--- src/rtl/uart_rx_ctrl.sv ---
// ---------------------------------------------------------------------------
// uart_rx_ctrl
//
// Receive-side controller sitting behind the UART SIPO deserialiser. Each
// rising edge of the SIPO "frame received" level captures the parallel frame,
// checks start/parity/stop bits and, if the frame is good, queues the data
// byte in a small first-word-fall-through FIFO read by the host through a
// valid/ready handshake. Parity, framing, overrun and stuck-line conditions
// are reported as sticky error flags.
//
// Ports
//   baud_clk     in   1          clock shared with the SIPO
//   reset_n      in   1          asynchronous active-low reset
//   enable       in   1          1 = accept new frames (FIFO drains regardless)
//   rx_active    in   1          SIPO busy flag, feeds the stuck-line watchdog
//   frame_done   in   1          SIPO frame received level
//   frame_in     in   FRAME_W    {stop(s), parity, data LSB-first, start}
//   rx_data      out  DATA_BITS  FIFO head byte
//   rx_valid     out  1          FIFO non-empty
//   rx_ready     in   1          host takes the head byte this cycle
//   fifo_count   out  CW         entries held, 0..FIFO_DEPTH
//   parity_err   out  1          sticky: parity check failed
//   frame_err    out  1          sticky: bad start/stop or rx_active stuck high
//   overrun_err  out  1          sticky: byte or frame lost
//   err_clr      in   1          clears all sticky flags
//
// FSM states
//   state    | meaning
//   ---------+--------------------------------------------------------------
//   ST_IDLE  | waiting for a frame_done rising edge; latches frame_in on it
//   ST_CHECK | registers start/stop/parity check results of the captured frame
//   ST_WRITE | pushes the byte or raises the matching error flag
// ---------------------------------------------------------------------------
module uart_rx_ctrl #(
    parameter int DATA_BITS  = 8,
    parameter int PARITY_EN  = 1,
    parameter int PARITY_ODD = 0,
    parameter int STOP_BITS  = 1,
    parameter int FIFO_DEPTH = 4,
    localparam int FRAME_W   = 1 + DATA_BITS + PARITY_EN + STOP_BITS,
    localparam int CW        = $clog2(FIFO_DEPTH) + 1
) (
    input  logic                 baud_clk,
    input  logic                 reset_n,
    input  logic                 enable,
    input  logic                 rx_active,
    input  logic                 frame_done,
    input  logic [FRAME_W-1:0]   frame_in,
    output logic [DATA_BITS-1:0] rx_data,
    output logic                 rx_valid,
    input  logic                 rx_ready,
    output logic [CW-1:0]        fifo_count,
    output logic                 parity_err,
    output logic                 frame_err,
    output logic                 overrun_err,
    input  logic                 err_clr
);

    localparam int   PTR_W       = $clog2(FIFO_DEPTH);
    localparam int   WD_MAX      = FRAME_W + 2;
    localparam int   WD_W        = $clog2(WD_MAX + 1);
    localparam logic PAR_ODD_BIT = (PARITY_ODD != 0);

    typedef enum logic [1:0] {
        ST_IDLE  = 2'd0,
        ST_CHECK = 2'd1,
        ST_WRITE = 2'd2
    } state_t;

    state_t r_state;
    state_t w_state_nxt;

    // ------------------------------------------------------------------
    // Frame edge detect
    // ------------------------------------------------------------------
    logic r_done_q;
    logic r_armed;
    logic w_edge;

    // r_armed stays low after reset until frame_done has been seen low, so a
    // level that was already high when reset released is not taken as a frame.
    always_ff @(posedge baud_clk or negedge reset_n) begin
        if (!reset_n) begin
            r_done_q <= 1'b0;
            r_armed  <= 1'b0;
        end else begin
            r_done_q <= frame_done;
            if (!frame_done) begin
                r_armed <= 1'b1;
            end
        end
    end

    assign w_edge = enable & frame_done & ~r_done_q & r_armed;

    // ------------------------------------------------------------------
    // FSM
    // ------------------------------------------------------------------
    logic w_ld_cap;
    logic w_ld_chk;
    logic w_wr_act;
    logic w_busy_edge;

    always_ff @(posedge baud_clk or negedge reset_n) begin
        if (!reset_n) begin
            r_state <= ST_IDLE;
        end else begin
            r_state <= w_state_nxt;
        end
    end

    always_comb begin
        w_state_nxt = r_state;
        w_ld_cap    = 1'b0;
        w_ld_chk    = 1'b0;
        w_wr_act    = 1'b0;
        w_busy_edge = 1'b0;
        case (r_state)
            ST_IDLE: begin
                if (w_edge) begin
                    w_ld_cap    = 1'b1;
                    w_state_nxt = ST_CHECK;
                end
            end
            ST_CHECK: begin
                w_ld_chk    = 1'b1;
                w_busy_edge = w_edge;
                w_state_nxt = ST_WRITE;
            end
            ST_WRITE: begin
                w_wr_act    = 1'b1;
                w_busy_edge = w_edge;
                w_state_nxt = ST_IDLE;
            end
            default: begin
                w_state_nxt = ST_IDLE;
            end
        endcase
    end

    // ------------------------------------------------------------------
    // Capture and check registers
    // ------------------------------------------------------------------
    logic [FRAME_W-1:0] r_cap;
    logic               r_start_ok;
    logic               r_stop_ok;
    logic               r_parity_ok;
    logic               w_start_ok;
    logic               w_stop_ok;
    logic               w_parity_ok;

    assign w_start_ok = ~r_cap[0];
    assign w_stop_ok  = &r_cap[FRAME_W-1 -: STOP_BITS];

    generate
        if (PARITY_EN != 0) begin : g_par
            assign w_parity_ok = ~(^r_cap[DATA_BITS:1] ^ r_cap[DATA_BITS+1] ^ PAR_ODD_BIT);
        end else begin : g_nopar
            assign w_parity_ok = 1'b1;
        end
    endgenerate

    always_ff @(posedge baud_clk or negedge reset_n) begin
        if (!reset_n) begin
            r_cap       <= '0;
            r_start_ok  <= 1'b0;
            r_stop_ok   <= 1'b0;
            r_parity_ok <= 1'b0;
        end else begin
            if (w_ld_cap) begin
                r_cap <= frame_in;
            end
            if (w_ld_chk) begin
                r_start_ok  <= w_start_ok;
                r_stop_ok   <= w_stop_ok;
                r_parity_ok <= w_parity_ok;
            end
        end
    end

    // ------------------------------------------------------------------
    // WRITE decisions
    // ------------------------------------------------------------------
    logic w_frame_bad;
    logic w_parity_bad;
    logic w_push_req;
    logic w_full;
    logic w_pop;
    logic w_push;
    logic w_fifo_ovr;

    assign w_frame_bad  = w_wr_act & ~(r_start_ok & r_stop_ok);
    assign w_parity_bad = w_wr_act &  r_start_ok & r_stop_ok & ~r_parity_ok;
    assign w_push_req   = w_wr_act &  r_start_ok & r_stop_ok &  r_parity_ok;

    // A full FIFO still takes the new byte if the host pops in the same cycle.
    assign w_full     = (fifo_count == CW'(FIFO_DEPTH));
    assign w_pop      = rx_valid & rx_ready;
    assign w_push     = w_push_req & (~w_full | w_pop);
    assign w_fifo_ovr = w_push_req & w_full & ~w_pop;

    // ------------------------------------------------------------------
    // FWFT FIFO
    // ------------------------------------------------------------------
    logic [DATA_BITS-1:0] r_mem [FIFO_DEPTH];
    logic [PTR_W-1:0]     r_wr_ptr;
    logic [PTR_W-1:0]     r_rd_ptr;
    logic [CW-1:0]        r_count;

    // Storage is cleared on reset so rx_data reads zero afterwards.
    always_ff @(posedge baud_clk or negedge reset_n) begin
        if (!reset_n) begin
            for (int i = 0; i < FIFO_DEPTH; i++) begin
                r_mem[i] <= '0;
            end
            r_wr_ptr <= '0;
            r_rd_ptr <= '0;
            r_count  <= '0;
        end else begin
            if (w_push) begin
                r_mem[r_wr_ptr] <= r_cap[DATA_BITS:1];
                r_wr_ptr        <= r_wr_ptr + PTR_W'(1);
            end
            if (w_pop) begin
                r_rd_ptr <= r_rd_ptr + PTR_W'(1);
            end
            case ({w_push, w_pop})
                2'b10:   r_count <= r_count + CW'(1);
                2'b01:   r_count <= r_count - CW'(1);
                default: r_count <= r_count;
            endcase
        end
    end

    assign fifo_count = r_count;
    assign rx_valid   = (r_count != '0);
    assign rx_data    = r_mem[r_rd_ptr];

    // ------------------------------------------------------------------
    // Stuck-line watchdog
    // ------------------------------------------------------------------
    logic [WD_W-1:0] r_wd;
    logic            w_wd_trip;

    // Saturating at WD_MAX means the trip fires only on the step into WD_MAX,
    // giving one frame_err per continuous rx_active high period.
    always_ff @(posedge baud_clk or negedge reset_n) begin
        if (!reset_n) begin
            r_wd <= '0;
        end else if (!rx_active) begin
            r_wd <= '0;
        end else if (r_wd != WD_W'(WD_MAX)) begin
            r_wd <= r_wd + WD_W'(1);
        end
    end

    assign w_wd_trip = rx_active & (r_wd == WD_W'(WD_MAX - 1));

    // ------------------------------------------------------------------
    // Sticky error flags (set wins over clear)
    // ------------------------------------------------------------------
    logic r_parity_err;
    logic r_frame_err;
    logic r_overrun_err;
    logic w_frame_set;
    logic w_overrun_set;

    assign w_frame_set   = w_frame_bad | w_wd_trip;
    assign w_overrun_set = w_fifo_ovr | w_busy_edge;

    always_ff @(posedge baud_clk or negedge reset_n) begin
        if (!reset_n) begin
            r_parity_err  <= 1'b0;
            r_frame_err   <= 1'b0;
            r_overrun_err <= 1'b0;
        end else begin
            r_parity_err  <= w_parity_bad  | (r_parity_err  & ~err_clr);
            r_frame_err   <= w_frame_set   | (r_frame_err   & ~err_clr);
            r_overrun_err <= w_overrun_set | (r_overrun_err & ~err_clr);
        end
    end

    assign parity_err  = r_parity_err;
    assign frame_err   = r_frame_err;
    assign overrun_err = r_overrun_err;

endmodule

--- config.mk ---
export PLATFORM = sky130hd
export DESIGN_NAME = uart_rx_ctrl
export DESIGN_NICKNAME = d
export VERILOG_FILES = /design/src/rtl/uart_rx_ctrl.sv
export SDC_FILE = /design/constraint.sdc
export NUM_CORES = 1
export LEC_CHECK = 0
export CAP_MARGIN = 10
export CELL_PAD_IN_SITES_DETAIL_PLACEMENT = 1
export CELL_PAD_IN_SITES_GLOBAL_PLACEMENT = 1
export CORE_MARGIN = 5
export CORE_UTILIZATION = 50
export CTS_CLUSTER_DIAMETER = 200
export DETAILED_ROUTE_END_ITERATION = 10
export DONT_BUFFER_PORTS = 1
export PLACE_DENSITY_LB_ADDON = 0.3
export SKIP_CTS_REPAIR_TIMING = 1
export SLEW_MARGIN = 20
export SYNTH_ARGS = -nofsm -noshare
export SYNTH_HDL_FRONTEND = slang
export SYNTH_SLANG_ARGS = --single-unit
--- constraint.sdc ---
create_clock -name baud_clk -period 2.8 [get_ports baud_clk]
set_clock_uncertainty 0.15 [all_clocks]
set_input_delay 0 -clock baud_clk [delete_from_list [all_inputs] [get_ports baud_clk]]
set_output_delay 0 -clock baud_clk [all_outputs]
set_load 0.005 [all_outputs]
==> results of run 1 <==
==> metal layers <==
metal | track usage | up-vias | part of all wire
met5 | 0 | - | 0
met3 | 0.05228 | 8 | 0.037
met2 | 0.3067 | 33 | 0.54
li1 | - | 774 | -
met1 | 0.2061 | 884 | 0.41
met4 | 0.04674 | 0 | 0.011
==> cell usage in the layout (no fill, tap or decap), types with 2 or more instances in the layout <==
cell type      instances
dfrtp_1               64
mux2_2                43
dlygate4sd3_1         18
inv_1                 13
ha_1                  12
clkbuf_8              11
xnor2_1                9
mux4_2                 8
nand2_1                7
o21ai_0                5
nor2_1                 5
nand3_1                4
nand2_2                4
xor2_1                 4
and2_1                 2
nand2b_1               2
a31oi_1                2
a21oi_1                2
nor3b_1                2
clkinv_2               2
clkbuf_1               2
==> sequential cells by signal, summed over array words and instances, names as in the netlist, 2 cells and up <==
| register | cells |
|---|---|
| r_mem | 32 |
| r_wr_ptr | 2 |
| r_state | 2 |
| r_rd_ptr | 2 |
| fifo_count | 3 |
| r_cap | 11 |
| r_wd | 4 |
==> power breakdown <==
| part | switching [mW] | total, mW | internal, mW |
|---|---|---|---|
| logic | 0.430 | 1.05 | 0.621 |
| clock network | 0.338 | 0.796 | 0.458 |
| registers | 0.357 | 1.60 | 1.24 |
==> metrics by stage <==
| step | power (mW) | hold WS [ns] | worst slack [ns] | util | std cells |
|---|---|---|---|---|---|
| CTS | 3.440 | -0.8077 | 0.3967 | 0.5721 | 291 |
| global route | 3.667 | 0.07247 | 0.2385 | 0.6091 | 310 |
| global placement | 2.509 | -0.4438 | 0.5756 | 0.5366 | 275 |
| finish | 3.448 | 0.05051 | 0.4040 | 0.6091 | 310 |
| detailed placement | 2.621 | -0.4438 | 0.4121 | 0.5366 | 275 |
| floorplan | 2.334 | -0.4456 | 0.5603 | - | 205 |
==> kinds of logic after synthesis <==
logic type,after synthesis
XOR/XNOR,14
AO/OA/AOI/OAI,12
multiplexers,53
flip-flops,64
buffers and inverters,16
adder cells (fa/ha/maj),13
AND/OR/NAND/NOR,33
==> area by class of cell <==
class | instances | share of cell area
flip-flops and latches | 64 | 0.4689
clock inverters | 3 | 0.01172
repair buffers | 20 | 0.06300
multi-input cells | 125 | 0.3692
inverters | 13 | 0.01429
clock buffers | 13 | 0.04652
well taps | 72 | 0.02637
==> worst min-delay path by stage <==
stage | startpoint | endpoint | slack (ns) | depth (start not counted)
finish | reset_n | r_mem[27]$_DFFE_PN0P_ | 0.05 | 2
global route | reset_n | r_mem[26]$_DFFE_PN0P_ | 0.07 | 2
CTS | reset_n | fifo_count[2]$_DFFE_PN0P_ | -0.81 | 0
detailed placement | reset_n | r_mem[24]$_DFFE_PN0P_ | -0.44 | 0
global placement | reset_n | r_mem[24]$_DFFE_PN0P_ | -0.44 | 0
floorplan | reset_n | fifo_count[0]$_DFFE_PN0P_ | -0.45 | 0
==> results.md, run 1 <==
* Reg-to-reg endpoint: fifo_count[2]$_DFFE_PN0P_
* Measured slew at the worst slew-check pin at ~0.65 ns
* Total number of vias at roughly 1700
* Antenna violations before repair at 0
* Reg2reg path depth at 9
* First-pass GRT wire length at ~10000 um
* Synth top area share at 0.5475
* Crit path time final at about 2.4 ns
* Crit start category: flip-flop
* Multi-input gate area at 1261 um^2
* Detailed Route WL at between 6000 and 7000 um
* CP Capture Type: flip-flop
* I/O pins at 33
* Avg Inst Size Synth at 14.27 um^2
* Slowest cell on crit path: nor4b_2
* Crit-path cells: nor4b_2, nor3b_4, inv_1, ha_1, inv_1, fa_1, xor2_1, nor2_1, xor2_1
* DR pass1 iterations at 4
* Clock Latency Late Sink at 0.33 ns
* Sequential Area at 1602 um^2
* Top_reg_cell synth: dfrtp_1
* Critical path depth at 9
* Clk sinks at 64
* Final hold vios at 0
* Seq/Total Area, Yosys at 0.5475
* Initial drt markers at 44
* Top cell type by total area after synthesis: dfrtp_1
* Most frequent cells after synthesis: dfrtp_1, mux2_2, inv_1
* CTS Root Cell: clkbuf_8
* CP Max Fanout at 5
* Fmax at about 420 MHz
* Final Max Tran Viols at 0
* Worst setup path endpoint: fifo_count[2]$_DFFE_PN0P_
* CP peak stage delay at about 0.47 ns
* Max VDD drop at 0.0005008 V
* Cts bufs inserted at 9
* Dpl hpwl at a little over 4000 um
* Ys async rst share at 1.000
* Layout area overhead at 16.77%
* Htree depth at 3
* Leak at roughly 1.6 nW
* Netlist cell types at 33
* Die W at around 86 um
* Die Y at slightly below 90 um
* Yosys warning count at 0
* Final #Nets at around 260
* Critical Path Start: fifo_count[1]$_DFFE_PN0P_
* Mux cell area share after synthesis at 0.2344
* PortBufs at 0
* Design Area, Final at around 3400 um^2
* Cell Area, Placed at 3009 um^2
* Setup TNS at 0 ns
* FF+latch count, synth at 64
* Clock-pin transition on the worst setup and hold timing paths at 0.07 ns
* WS Path Type: flip-flop to flip-flop
* Hold Crit Class: input pin to async pin
* RSZ-0062 raised after global routing: false
* Largest family of logic cells by synthesized area: multiplexers
* Largest net degree at the start of global routing at 65
* Worst Path Buf+Inv at 2
* Max-slew headroom at 0.5681
* Num rows at 27
* Antenna-violating nets left at 0
* Vias per cell at 5.481
* Area share of fa/ha/maj cells after synthesis at 0.05817
* Ranking of synthesized cells by area: dfrtp_1, mux2_2, mux4_2
* Share of layout cells above drive strength 1 at 0.3067
* Mapped cell area at approximately 2900 um^2
* R2r setup slk at slightly above 0.4 ns
* N_diodes at 0
* Die area at 7481 um^2
* Post-Syn Nets at around 240
* Max_cap viols at 0
* CP delay by family, top: simple AND/OR/NAND/NOR gates
* GR Util All Layers at 0.1739
* Setup violators final at 0
* Cell Pwr Density at between 1000 and 1500 nW/um^2
* CP required at just under 3 ns
* Wire per inst at 19.46 um
* Synth Area in Simple Gates at 0.06801
* Post-Synth XOR/XNOR Area at 0.04662
* Most common cell in the netlist: dfrtp_1
* Initial Utilization at 0.5216
* FILL cells at 542
* RD Place Congestion at approximately 0.75
* CTS tree: built
* Core region area at roughly 5600 um^2
* Cells after synthesis at slightly above 200
* Clock buffer depth at 2
* CP arrival at 2.51 ns
* Final worst path period share at 0.8557
* R2r startpoint: fifo_count[1]$_DFFE_PN0P_
* Post-synthesis compound-gate area fraction at 0.02395
* Grt ovf at 0
* Run status: finished, final reports clean
* EDFF count, synth at 0
* DRC at 0
* Vias in the first global route at approximately 1900
Power figures use the tool's default switching activity.
==> run 2, diff against run 1 <==
Settings changed: CTS_BUF_LIST from default to sky130_fd_sc_hd__clkbuf_4 sky130_fd_sc_hd__clkbuf_8 sky130_fd_sc_hd__clkbuf_16.
==> results.md, run 2 (same netlist as run 1, synthesis figures left out) <==
* Final hold vios at 0 (unchanged)
* Crit path time final at 2.393 ns (was 2.396 ns)
* Max VDD drop at 0.0004964 V (was 0.0005008 V)
* Setup violators final at 0 (unchanged)
* Most common cell after layout, fill and taps aside: dfrtp_1 (unchanged)
* Fin util at 0.6104 (was 0.6091)
* CTS tree: built (unchanged)
* N_diodes at 0 (unchanged)
* Fmax at 417.8 MHz (was 417.4 MHz)
* I/O pins at 33 (unchanged)
* Post-Layout Cell Count at 310 (unchanged)
* First-pass GRT wire length at 9756 um (was 9749 um)
* Net switching power at 1.127 mW (was 1.124 mW)
* Top flop regs: r_mem (32), r_cap (11), r_wd (4) (unchanged)
* CP Max Fanout at 5 (unchanged)
* Initial drt markers at 65 (was 44)
* Clk sinks at 64 (unchanged)
* Leak at 1.601 nW (was 1.594 nW)
* Max-slew headroom at 0.5681 (about the same)
* Grt ovf at 0 (unchanged)
* Cell Pwr Density at 1014 nW/um^2 (was 1010 nW/um^2)
* CP required at 2.91 ns (about the same)
* Total power at 3.470 mW (was 3.448 mW)
* CP arrival at 2.50 ns (was 2.51 ns)
* GR Util All Layers at 0.1739 (unchanged)
* Antenna violations before repair at 0 (unchanged)
* R2r setup slk at 0.41 ns (was 0.40 ns)
* Run status: finished, final reports clean (unchanged)
* Vias per cell at 5.458 (was 5.481)
* Most frequent cells in the layout: dfrtp_1, mux2_2, dlygate4sd3_1 (unchanged)
* Top reg by flops: r_mem (unchanged)
* Max reg flops at 32 (unchanged)
* Die W at 86.49 um (unchanged)
* Detailed Route WL at 6048 um (was 6032 um)
* DP Cell Count at 275 (unchanged)
* Htree depth at 3 (unchanged)
* Final Max Tran Viols at 0 (unchanged)
* Num rows at 27 (unchanged)
* Crit start category: flip-flop (unchanged)
* Largest net degree at the start of global routing at 65 (unchanged)
* Clock buffer depth at 2 (unchanged)
* Die Y at 86.49 um (unchanged)
* Total number of vias at 1692 (was 1699)
* RSZ-0062 raised after global routing: false (unchanged)
* Core region area at 5608 um^2 (unchanged)
* Flop pwr share at 0.461 (was 0.464)
* Initial Utilization at 0.5216 (unchanged)
* Antenna-violating nets left at 0 (unchanged)
* Measured slew at the worst slew-check pin at 0.6479 ns (about the same)
* Setup TNS at 0 ns (unchanged)
* Vias in the first global route at 1884 (was 1860)
* Clock Latency Late Sink at 0.33 ns (about the same)
* DRC at 0 (unchanged)
* DR pass1 iterations at 4 (unchanged)
* CP Capture Type: flip-flop (unchanged)
* CTS Root Cell: clkbuf_8 (unchanged)
* Clock share of power at 0.235 (was 0.231)
* Cts bufs inserted at 9 (unchanged)
* Combinational share of power at 0.304 (was 0.305)
* Wire per inst at 19.51 um (was 19.46 um)
* Internal at 2.344 mW (was 2.324 mW)
* Final #Nets at 264 (unchanged)
* RD Place Congestion at 0.7473 (unchanged)
* Layout area overhead at 17.02% (was 16.77%)
* PortBufs at 0 (unchanged)
* Hold Crit Class: input pin to async pin (unchanged)
* Share of layout cells above drive strength 1 at 0.3151 (was 0.3067)
* Max_cap viols at 0 (unchanged)
* WS Path Type: flip-flop to flip-flop (unchanged)
* Clock-pin transition on the worst setup and hold timing paths at 0.07 ns (about the same)
* Sw Ratio at 0.3247 (was 0.3261)
* Die area at 7481 um^2 (unchanged)
* Final worst path period share at 0.8548 (was 0.8557)
* Dpl hpwl at 4093 um (unchanged)
==> run 2: changes by cell type in the layout (fill, tap and decap cells not counted) <==
cell	delta
clkbuf_1	-2
clkbuf_4	+2
==> run 2: metal layers <==
metal / wire length (um) / part of all wire / track usage
met4: 72 / 0.012 / 0.04816
met2: 3276 / 0.54 / 0.3067
met3: 223 / 0.037 / 0.05228
met1: 2476 / 0.41 / 0.2055
met5: 0 / 0 / 0
==> run 2: final timing paths <==
path / cells after the start / to / from
worst max-delay path: 9 / fifo_count[2]$_DFFE_PN0P_ / fifo_count[1]$_DFFE_PN0P_
worst min-delay path: 2 / r_mem[26]$_DFFE_PN0P_ / reset_n
worst max register to register: 9 / fifo_count[2]$_DFFE_PN0P_ / fifo_count[1]$_DFFE_PN0P_
worst min register to register: 1 / r_armed$_DFFE_PN0N_ / r_armed$_DFFE_PN0N_
max in group asynchronous: 2 / r_mem[20]$_DFFE_PN0P_ / reset_n
min in group baud_clk: 4 / r_wr_ptr[0]$_DFFE_PN0P_ / rx_ready
==> run 2: per-stage QoR <==
stage | area (um^2) | worst slack (ns) | hold slack, ns
detailed placement | 3009 | 0.4121 | -0.4438
global route | 3423 | 0.2385 | 0.07247
floorplan | 2925 | 0.5603 | -0.4456
global placement | 3009 | 0.5756 | -0.4438
CTS | 3216 | 0.3967 | -0.8077
finish | 3423 | 0.4067 | 0.04827
==> run 2: area by class of cell <==
type / instances / area (um^2)
Fill cell: 540 / 2185
Clock buffer: 13 / 166.4
Multi-Input combinational cell: 125 / 1261
Clock inverter: 3 / 40.04
Sequential cell: 64 / 1602
Inverter: 13 / 48.80
Timing Repair Buffer: 20 / 215.2
Tap cell: 72 / 90.09
==> run 2: power by group through the flow <==
stage / sequential (mW) / clock, mW / combinational, mW
finish: 1.60 / 0.815 / 1.06
detailed placement: 1.62 / 0 / 1.00
floorplan: 1.45 / 0 / 0.888
global route: 1.65 / 0.883 / 1.15
CTS: 1.60 / 0.831 / 1.02
global placement: 1.58 / 0 / 0.932
==> run 2: critical path, stage by stage (launching register included) <==
cell,delay [ns]
dfrtp_1,0.45
nor4b_2,0.47
nor3b_4,0.09
inv_1,0.08
ha_1,0.19
inv_1,0.07
fa_1,0.38
xor2_1,0.16
nor2_1,0.12
xor2_1,0.16
==> run 3, diff against run 2 <==
Settings changed: ABC_AREA from default to 1, CELL_PAD_IN_SITES_DETAIL_PLACEMENT 1 to 0, CELL_PAD_IN_SITES_GLOBAL_PLACEMENT 1 to 2, CORE_UTILIZATION 50 to 39.
==> results.md, run 3 <==
* Run status: finished, final reports clean (unchanged)
* Cells after synthesis at 336 (was 205)
* Clock-pin transition on the worst setup and hold timing paths at 0.07 ns (about the same)
* GR Util All Layers at 0.1401 (was 0.1739)
* EDFF count, synth at 0 (unchanged)
* Measured slew at the worst slew-check pin at 0.5432 ns (was 0.6479 ns)
* First-pass GRT wire length at 10680 um (was 9756 um)
* Most common cell after layout, fill and taps aside: nand2_1 (was dfrtp_1)
* Slowest cell on crit path: fa_1 (was nor4b_2)
* CTS tree: built (unchanged)
* Hold Crit Class: input pin to async pin (unchanged)
* Vias per cell at 4.744 (was 5.458)
* Clk sinks at 64 (unchanged)
* DR pass1 iterations at 4 (unchanged)
* CP peak stage delay at 0.40 ns (was 0.47 ns)
* Ranking of synthesized cells by area: dfrtp_1, nand2_1, o21a_1 (was dfrtp_1, mux2_2, mux4_2)
* Total number of vias at 2201 (was 1692)
* Antenna-violating nets left at 0 (unchanged)
* WS Path Type: flip-flop to flip-flop (unchanged)
* Setup violators final at 0 (unchanged)
* Max-slew headroom at 0.6374 (was 0.5681)
* Cell Pwr Density at 900.8 nW/um^2 (was 1014 nW/um^2)
* Max_cap viols at 0 (unchanged)
* CP Max Fanout at 16 (was 5)
* Fmax at 414.6 MHz (was 417.8 MHz)
* Worst Path Buf+Inv at 2 (unchanged)
* Avg Inst Size Synth at 9.183 um^2 (was 14.27 um^2)
* Clock Latency Late Sink at 0.33 ns (about the same)
* Final hold vios at 0 (unchanged)
* Initial Utilization at 0.3993 (was 0.5216)
* Top reg by flops: r_mem (unchanged)
* Seq/Total Area, Yosys at 0.5191 (was 0.5475)
* Share of layout cells above drive strength 1 at 0.09116 (was 0.3151)
* I/O pins at 33 (unchanged)
* Setup ws final at 0.3878 ns (was 0.4067 ns)
* Layout area overhead at 14.68% (was 17.02%)
* Most common cell in the netlist: nand2_1 (was dfrtp_1)
* Critical path depth at 11 (was 9)
* Crit-path cells: inv_1, ha_1, nand3_2, nor2_2, nand2_4, ha_1, inv_1, fa_1, a21oi_1, o21ai_0, xor2_1 (was nor4b_2, nor3b_4, inv_1, ha_1, inv_1, fa_1, xor2_1, nor2_1, xor2_1)
* Dpl ws at 0.4294 ns (was 0.4121 ns)
* Die Y at 98.95 um (was 86.49 um)
* Initial drt markers at 51 (was 65)
* FF+latch count, synth at 64 (unchanged)
* Dpl hpwl at 4327 um (was 4093 um)
* Cts bufs inserted at 9 (unchanged)
* Synth top area share at 0.5191 (was 0.5475)
* Top cell type by total area after synthesis: dfrtp_1 (unchanged)
* Reg2reg path depth at 11 (was 9)
* Vias in the first global route at 2111 (was 1884)
* RSZ-0062 raised after global routing: false (unchanged)
* Die area at 9790 um^2 (was 7481 um^2)
* Max VDD drop at 0.0004525 V (was 0.0004964 V)
* Mapped cell area at 3085 um^2 (was 2925 um^2)
* PortBufs at 0 (unchanged)
* Most frequent cells in the layout: nand2_1, dfrtp_1, inv_1 (was dfrtp_1, mux2_2, dlygate4sd3_1)
* Leak at 1.708 nW (was 1.601 nW)
* Final Max Tran Viols at 0 (unchanged)
* CP delay by family, top: adder cells (was simple AND/OR/NAND/NOR gates)
* Worst Hold Slack at 0.05508 ns (was 0.04827 ns)
* Top flop regs: r_mem (32), r_cap (11), r_wd (4) (unchanged)
* Crit start category: flip-flop (unchanged)
* RD Place Congestion at 0.6959 (was 0.7473)
* Num rows at 32 (was 27)
* Total power at 3.187 mW (was 3.470 mW)
* CTS Root Cell: clkbuf_8 (unchanged)
* CP Capture Type: flip-flop (unchanged)
* Setup TNS at 0 ns (unchanged)
* Post-Layout Cell Count at 464 (was 310)
* DRC at 0 (unchanged)
* Grt ovf at 0 (unchanged)
* Wire per inst at 14.16 um (was 19.51 um)
* N_diodes at 0 (unchanged)
* Final worst path period share at 0.8615 (was 0.8548)
* Crit path time final at 2.412 ns (was 2.393 ns)
* Top_reg_cell synth: dfrtp_1 (unchanged)
* Largest net degree at the start of global routing at 65 (unchanged)
* Most frequent cells after synthesis: nand2_1, dfrtp_1, inv_1 (was dfrtp_1, mux2_2, inv_1)
* CP required at 2.86 ns (was 2.91 ns)
* Die W at 98.95 um (was 86.49 um)
* Detailed Route WL at 6568 um (was 6048 um)
* Post-Syn Nets at 367 (was 236)
* Netlist cell types at 26 (was 33)
* Max reg flops at 32 (unchanged)
* DP Cell Count at 430 (was 275)
* Yosys warning count at 0 (unchanged)
* Htree depth at 3 (unchanged)
* Core region area at 7727 um^2 (was 5608 um^2)
* CP arrival at 2.47 ns (was 2.50 ns)
* Final #Nets at 388 (was 264)
* Antenna violations before repair at 0 (unchanged)
* Ys async rst share at 1.000 (unchanged)
* Clock buffer depth at 2 (unchanged)
-- run 3: power by group --
| group | switching, mW | leakage [nW] | internal, mW |
|---|---|---|---|
| logic | 0.675 | 0.779 | 0.387 |
| clock network | 0.349 | 0.104 | 0.437 |
| registers | 0.187 | 0.825 | 1.15 |
| total | 1.21 | 1.71 | 1.98 |
-- run 3: cells by family after synthesis --
group                      after synthesis  share of synthesized area
muxes                                    4                    0.01460
adders and majority gates               13                    0.05515
and+or+nand+nor                        129                     0.1813
buffers and inverters                   44                    0.06569
AOI/OAI and AO/OA                       76                     0.1472
DFF                                     64                     0.5191
xor gates and xnor gates                 6                    0.01703
-- run 3: cell type report --
cell class                 count  area, um^2
clock inverter                 4       45.04
sequential                    64        1602
multi-input combinational    228        1281
tap                          102       127.6
clock buffer                  12       146.4
timing repair buffer          19       205.2
fill                         780        4189
inverter                      35       131.4
-- run 3: metrics by stage --
stage,cell area [um^2],utilization
finish,3538,0.4579
global route,3538,0.4579
CTS,3341,0.4323
detailed placement,3149,0.4075
global placement,3149,0.4075
floorplan,3085,-
-- run 3: worst paths after layout --
path / start / to / slack [ns]
setup / recovery: r_state[0]$_DFFE_PN0P_ / fifo_count[2]$_DFFE_PN0P_ / 0.39
hold / removal: reset_n / r_mem[1]$_DFFE_PN0P_ / 0.06
setup reg to reg: r_state[0]$_DFFE_PN0P_ / fifo_count[2]$_DFFE_PN0P_ / 0.39
hold reg to reg: r_armed$_DFFE_PN0N_ / r_armed$_DFFE_PN0N_ / 0.33
max in group asynchronous: reset_n / r_wd[2]$_DFFE_PN0P_ / 2.17
min in group baud_clk: frame_done / r_done_q$_DFF_PN0_ / 0.13
-- run 3: metal layers --
metal / GRT usage / vias to the layer above / share of wire
met5: 0 / - / 0
met2: 0.2133 / 29 / 0.46
li1: - / 1134 / -
met1: 0.1853 / 1028 / 0.48
met4: 0.06933 / 0 / 0.019
met3: 0.03539 / 10 / 0.042
-- run 3: worst register-to-register path: cells and delay by family (launching register included) --
family	cells	cell delay, ns
compound gates	2	0.27
xor+xnor	1	0.16
fa+ha+maj	3	0.82
buf+inv	2	0.16
flops	1	0.38
simple gates	3	0.34
